===== src/rtl/serial_pattern_tx.sv =====
// serial_pattern_tx: shifts a WIDTH-bit word out MSB first on x, DIV cycles per bit,
// followed by GAP zero bits; valid/ready intake, done pulse at the end of each word.
// Ports: clk, clr_n (async low), data/valid in, ready/x/busy/done out (all registered).
// Build option: SERIAL_PATTERN_TX_REPEAT_EN re-sends the last accepted word continuously.
module serial_pattern_tx #(
    parameter int WIDTH = 8,
    parameter int DIV   = 1,
    parameter int GAP   = 0
) (
    input  logic             clk,
    input  logic             clr_n,
    input  logic [WIDTH-1:0] data,
    input  logic             valid,
    output logic             ready,
    output logic             x,
    output logic             busy,
    output logic             done
);

    localparam int BW = $clog2(WIDTH);
    localparam int DW = (DIV > 1) ? $clog2(DIV) : 1;
    localparam int GW = (GAP > 1) ? $clog2(GAP) : 1;
    localparam logic [BW-1:0] BIT_LAST = BW'(WIDTH - 1);
    localparam logic [DW-1:0] DIV_LAST = DW'(DIV - 1);
    localparam logic [GW-1:0] GAP_LAST = GW'((GAP > 0) ? GAP - 1 : 0);

    typedef enum logic [1:0] {
        ST_IDLE,
        ST_SHIFT,
        ST_GAP
    } state_t;

    state_t           state;
    logic [WIDTH-2:0] sreg;
    logic [BW-1:0]    bitcnt;
    logic [DW-1:0]    divcnt;
    logic [GW-1:0]    gapcnt;
    logic             start;
    logic [WIDTH-1:0] word;

`ifdef SERIAL_PATTERN_TX_REPEAT_EN
    logic [WIDTH-1:0] hold;
    logic             held;

    // A fresh word always wins over the held one.
    assign start = valid | held;
    assign word  = valid ? data : hold;
`else
    assign start = valid;
    assign word  = data;
`endif

    always_ff @(posedge clk or negedge clr_n) begin
        if (!clr_n) begin
            state  <= ST_IDLE;
            sreg   <= '0;
            bitcnt <= '0;
            divcnt <= '0;
            gapcnt <= '0;
            x      <= 1'b0;
            ready  <= 1'b1;
            busy   <= 1'b0;
            done   <= 1'b0;
`ifdef SERIAL_PATTERN_TX_REPEAT_EN
            hold   <= '0;
            held   <= 1'b0;
`endif
        end else begin
            done <= 1'b0;
            unique case (state)
                ST_IDLE: begin
                    if (start) begin
                        sreg   <= word[WIDTH-2:0];
                        x      <= word[WIDTH-1];
                        bitcnt <= BIT_LAST;
                        divcnt <= DIV_LAST;
                        state  <= ST_SHIFT;
                        ready  <= 1'b0;
                        busy   <= 1'b1;
                    end
`ifdef SERIAL_PATTERN_TX_REPEAT_EN
                    if (valid) begin
                        hold <= data;
                        held <= 1'b1;
                    end
`endif
                end
                ST_SHIFT: begin
                    if (divcnt != '0) begin
                        divcnt <= divcnt - 1'b1;
                    end else if (bitcnt != '0) begin
                        divcnt <= DIV_LAST;
                        bitcnt <= bitcnt - 1'b1;
                        x      <= sreg[WIDTH-2];
                        sreg   <= sreg << 1;
                    end else begin
                        x <= 1'b0;
                        if (GAP > 0) begin
                            state  <= ST_GAP;
                            divcnt <= DIV_LAST;
                            gapcnt <= GAP_LAST;
                        end else begin
                            state <= ST_IDLE;
                            ready <= 1'b1;
                            busy  <= 1'b0;
                            done  <= 1'b1;
                        end
                    end
                end
                ST_GAP: begin
                    if (divcnt != '0) begin
                        divcnt <= divcnt - 1'b1;
                    end else if (gapcnt != '0) begin
                        gapcnt <= gapcnt - 1'b1;
                        divcnt <= DIV_LAST;
                    end else begin
                        state <= ST_IDLE;
                        ready <= 1'b1;
                        busy  <= 1'b0;
                        done  <= 1'b1;
                    end
                end
                default: begin
                    state <= ST_IDLE;
                    x     <= 1'b0;
                    ready <= 1'b1;
                    busy  <= 1'b0;
                end
            endcase
        end
    end

endmodule

===== config.mk =====
export PLATFORM = sky130hd
export DESIGN_NAME = serial_pattern_tx
export DESIGN_NICKNAME = d
export VERILOG_FILES = /design/src/rtl/serial_pattern_tx.sv
export SDC_FILE = /design/constraint.sdc
export NUM_CORES = 1
export LEC_CHECK = 0
export ABC_AREA = 1
export ABC_CLOCK_PERIOD_IN_PS = 2090
export BUFFER_PORTS_ARGS = -buffer_cell sky130_fd_sc_hd__buf_4
export CORE_MARGIN = 2
export CORE_UTILIZATION = 50
export DETAILED_ROUTE_END_ITERATION = 10
export PLACE_DENSITY = 0.83
export SLEW_MARGIN = 40
export SYNTH_ARGS = -nofsm -noshare
export SYNTH_HDL_FRONTEND = slang
export SYNTH_SLANG_ARGS = --single-unit

===== constraint.sdc =====
create_clock -name clk -period 2.09 [get_ports clk]
set_clock_uncertainty 0.1 [all_clocks]
set_input_delay 0.3135 -clock clk [delete_from_list [all_inputs] [get_ports clk]]
set_output_delay 0.3135 -clock clk [all_outputs]
set_load 0.05 [all_outputs]

After elaboration in Yosys (flattened, before gate mapping)
Index checks and enable logic that the tools add are counted.
{"block": "totals", "ff_bits": 18, "latch_bits": 0, "mem_bits_rw": 0, "romBits": 0, "inputBits": 11, "output_inout_bits": 4, "elab_cells": 70, "mem_count": 0}
{"block": "classes", "addsub": 3, "multipliers": 0, "div": 0, "n_lt_le_gt_ge": 0, "n_eq_ne": 8, "shifts": 0, "n_mux": 38, "bitwise": 2, "n_reduce_logical": 10}
{"operator": "$mux 7", "n": 3}
{"operator": "$mux 1", "n": 19}
{"operator": "$pmux 7 s2", "n": 1}
{"operator": "$ne 2x2->1 const B", "n": 6}
{"operator": "$mux 2", "n": 5}
{"operator": "$mux 3", "n": 3}
{"operator": "$pmux 1 s3", "n": 3}
{"operator": "$pmux 2 s3", "n": 1}
{"operator": "$pmux 3 s2", "n": 1}
{"operator": "$reduce_and 5->1", "n": 1}
{"operator": "$pmux 1 s2", "n": 2}
{"operator": "$reduce_and 2->1", "n": 2}
{"operator": "$reduce_and 4->1", "n": 1}
{"operator": "$reduce_bool 2->1", "n": 2}
{"operator": "$reduce_and 3->1", "n": 1}
{"operator": "$reduce_bool 3->1", "n": 1}
{"operator": "$sub 3x1->3 const B", "n": 1}
{"operator": "$eq 2x1->1 const B", "n": 1}
{"operator": "$eq 2x2->1 const B", "n": 1}
{"operator": "$logic_not 2->1", "n": 1}
{"operator": "$not 1->1", "n": 2}
{"operator": "$reduce_or 2->1", "n": 1}
{"operator": "$sub 1x1->1 const B", "n": 2}

Logic depth before layout (Yosys ltp)
{"block": "depth", "depth_word": 4, "ltp_mapped": 7}

Worst setup path before layout
Ideal clock, no wire load.
{"block": "synth_path", "path_type": "reg2reg", "startpoint": "register busy (netlist name)", "endpoint": "register bitcnt[2]", "setup_ns": 0.116, "t_arrival_ns": 1.194, "slack_ns": 0.680, "path_stages_with_launch": 6, "path_buffers": 0, "cell_sequence": "dfrtp_1 > inv_2 > nand2_4 > nand2_2 > nand2_1 > nand2_1"}
{"item": "end signal, assigned", "line": "93", "rtl": "bitcnt <= bitcnt - 1'b1;"}
{"item": "end, declared", "line": "35", "rtl": "logic [BW-1:0] bitcnt;"}

==> impl_metrics.tcl <==
set metrics [dict create \
    hold_path_startpoint "data[0]" \
    period_needed_ps 1683 \
    initial_core_utilization_pct 53.17 \
    floorplan.die_area_mm2 0.001697 \
    placementRows 13 \
    timing.critical_path.buf_inv 0 \
    ctsRootBufferMaster "sky130_fd_sc_hd__clkbuf_4" \
    die_w_um 41.20 \
    cts_inserted_buffers 3 \
    syn-num-nets 105 \
    critical_path.most_common_cell "sky130_fd_sc_hd__nand2_1" \
    ys_warn_count 0 \
    dr_total_vias 629 \
    power.combinational.fraction_pct 46.2 \
    cts-htree-levels 1 \
    synth_sequential_area_ratio_pct 50.81 \
    setup_repair_after_global_routing_missed_its_margin "false" \
    slowest_delay_ps 630 \
    syn-instance-count 92 \
    antenna_cells_inserted 0 \
    irDropWorstVdd_v 0.0007843 \
    postRouteWirelength_um 1333 \
    switchingPower_mw 0.5688 \
    clkLatencyLatePin_ps 280 \
    portBuffers 14 \
    overflow 0 \
    critPathSlowestCell "sky130_fd_sc_hd__dfrtp_1" \
    startpoint "busy$_DFFE_PN0P_" \
    drtPass1Iterations 4 \
    critical_path_required_ps 2210 \
    layout-area-overhead-vs-synth_pct 23.15 \
    min_path_type "in -> reg" \
    detailedPlace.worstSlack_ps 444.2 \
    drc 0 \
    timing.final.max_slew_violations 0 \
    finalHoldWorstSlack_ps 127.8 \
    die_h_um 41.20 \
    cts.sinks 14 \
    drv.max_cap_violation_count 0 \
    grt_start_max_net_pins 16 \
    post_route_cells_drive_above_1_share_pct 20.18 \
    gpl.final_weighted_congestion 0.7863 \
    post_synth_top_area_share_pct 47.02 \
    place_hpwl_um 984 \
    sw_frac_of_total_pct 44.71 \
    setup_slack_ps 407.2 \
    setup.worst_path.class "reg -> reg" \
    grt_first_pass_wirelength_um 2118 \
    timing.final.crit_share_pct 80.52 \
    syn_avg_cell_area_um2 7.521 \
    viasPerCell 5.073 \
    cp-start-kind "flop" \
    cts-resized-gates 0 \
    maxSlewHeadroom_pct 69.62 \
    arrival_ps 1800 \
    worst_slew_pin_slew_ps 455.8 \
    syn-cell-area_um2 691.9 \
    pwr_density_cell_mw_per_mm2 1493 \
    critical_path.endpoint_type "flop" \
    yosysTopAreaCell "sky130_fd_sc_hd__dfrtp_1" \
    yosys_reg_bits 14 \
    rr_startpoint "busy$_DFFE_PN0P_" \
    grtUsageTotal_pct 20.27 \
    grt_pass1_vias 484 \
    ant_nets 0 \
    number_of_i_o_pins 15 \
    internal-power_mw 0.7034 \
    placeable_area_mm2 0.001301 \
    hold_violations 0 \
    critPathTopFamily "simple AND/OR/NAND/NOR gates" \
    power_frac_clock_pct 15.3 \
    status "finished clean" \
    post_synth_main_area_contributors "sky130_fd_sc_hd__dfrtp_1 (47%), sky130_fd_sc_hd__nand2_1 (26%), sky130_fd_sc_hd__nand3_1 (9.4%)" \
    antenna_found_initial 0 \
    violation_count_after_the_first_detailed_route_iteration 14 \
    post_layout_nonfiller_instances 124 \
    setup_viol_count_final 0 \
    worst_setup_hold_path_clk_slew_ps 90 \
    placedCellCount 119 \
    p_leak_nw 0.5080 \
    tns_ps 0 \
    cts.path.max_buffers 2 \
    avgRoutedWirePerCell_um 10.75 \
    synth.distinct_cells 12 \
    layout_commonest_cell "sky130_fd_sc_hd__nand2_1" \
    total_power_mw 1.272 \
    cp_max_fo 15 \
    clock_tree_from_tritoncts "built" \
    seqPwrFrac_pct 38.5 \
    max_freq_ghz 0.5942 \
    finalNetCount 123 \
    mostFrequentLayoutCells "sky130_fd_sc_hd__nand2_1 (48), sky130_fd_sc_hd__buf_4 (14), sky130_fd_sc_hd__nand3_1 (13), sky130_fd_sc_hd__dfrtp_1 (13), sky130_fd_sc_hd__inv_1 (8)" \
    crit_chain "nand3_1, nand2_2, nand2_1, nand2_1" \
]
power by group through the flow:
| stage | Sequential, mW | Clock [mW] | Combinational (mW) |
|---|---|---|---|
| floorplan | 0.563 | 0 | 0.367 |
| global placement | 0.492 | 0 | 0.575 |
| CTS | 0.489 | 0.198 | 0.594 |
| finish | 0.490 | 0.194 | 0.588 |
| detailed placement | 0.494 | 0 | 0.588 |
| global route | 0.505 | 0.214 | 0.675 |
cell usage after synthesis:
cell and instances:
sky130_fd_sc_hd__nand2_1 48, sky130_fd_sc_hd__dfrtp_1 13, sky130_fd_sc_hd__nand3_1 13, sky130_fd_sc_hd__inv_1 8
sky130_fd_sc_hd__buf_2 2, sky130_fd_sc_hd__ha_1 2, sky130_fd_sc_hd__a21oi_1 1, sky130_fd_sc_hd__dfstp_2 1
sky130_fd_sc_hd__inv_2 1, sky130_fd_sc_hd__nand2_2 1, sky130_fd_sc_hd__nand2_4 1, sky130_fd_sc_hd__nor2_1 1
sequential cells by signal (all words and copies together) (netlist names):
name    count
bitcnt      3
busy        1
done        1
ready       1
sreg        7
x           1
path summary, 6_finish.rpt:
kind	end	slack, ps	cells past startpoint
setup / recovery	sreg[3]$_DFFE_PN0P_	410	4
hold / removal	sreg[0]$_DFFE_PN0P_	130	3
setup reg to reg	sreg[3]$_DFFE_PN0P_	410	4
hold reg to reg	ready$_DFFE_PN1P_	370	2
max in group asynchronous	ready$_DFFE_PN1P_	1360	2
min in group asynchronous	sreg[1]$_DFFE_PN0P_	300	2
logic make-up after synthesis:
kind of cell / share of synthesized area, %
flip-flops: 50.81
buffers and inverters: 6.329
AO/OA/AOI/OAI: 0.7226
adder cells (fa/ha/maj): 3.616
AND/OR/NAND/NOR: 38.52
worst min-delay path, delay by kind of cell:
| family | cells | cell delay, ps |
|---|---|---|
| buffers and inverters | 1 | 70 |
| AND/OR/NAND/NOR | 2 | 90 |
metal layers:
metal | up-vias | track usage [%] | part of all wire (%)
met3 | 5 | 9.239 | 7.0
met5 | - | 0 | 0
met1 | 287 | 25.33 | 43
met2 | 21 | 29.30 | 48
li1 | 316 | - | -
met4 | 0 | 9.677 | 2.0
what timing repair did:
| action | 4_1_cts | 5_1_grt |
|---|---|---|
| setup buffers | 0 | 0 |
| hold endpoints to repair | 14 | 0 |
| hold buffers | 1 | 0 |
area by class of cell:
cell class / count / area, µm²
fillers: 120 / 449.2
well taps: 15 / 18.77
repair buffers: 15 / 115.1
multi-input cells: 67 / 296.5
inverters: 9 / 33.78
flip-flops and latches: 14 / 351.6
clock buffers: 4 / 36.28
metrics by stage:
| stage | area, µm² | utilization [%] |
|---|---|---|
| 2_1_floorplan | 691.9 | - |
| 3_3_place_gp | 805.8 | 61.92 |
| 3_5_place_dp | 805.8 | 61.92 |
| 4_1_cts | 852.1 | 65.48 |
| 5_1_grt | 852.1 | 65.48 |
| 6_report | 852.1 | 65.48 |
No activity file was read; power rests on OpenSTA's default activity.
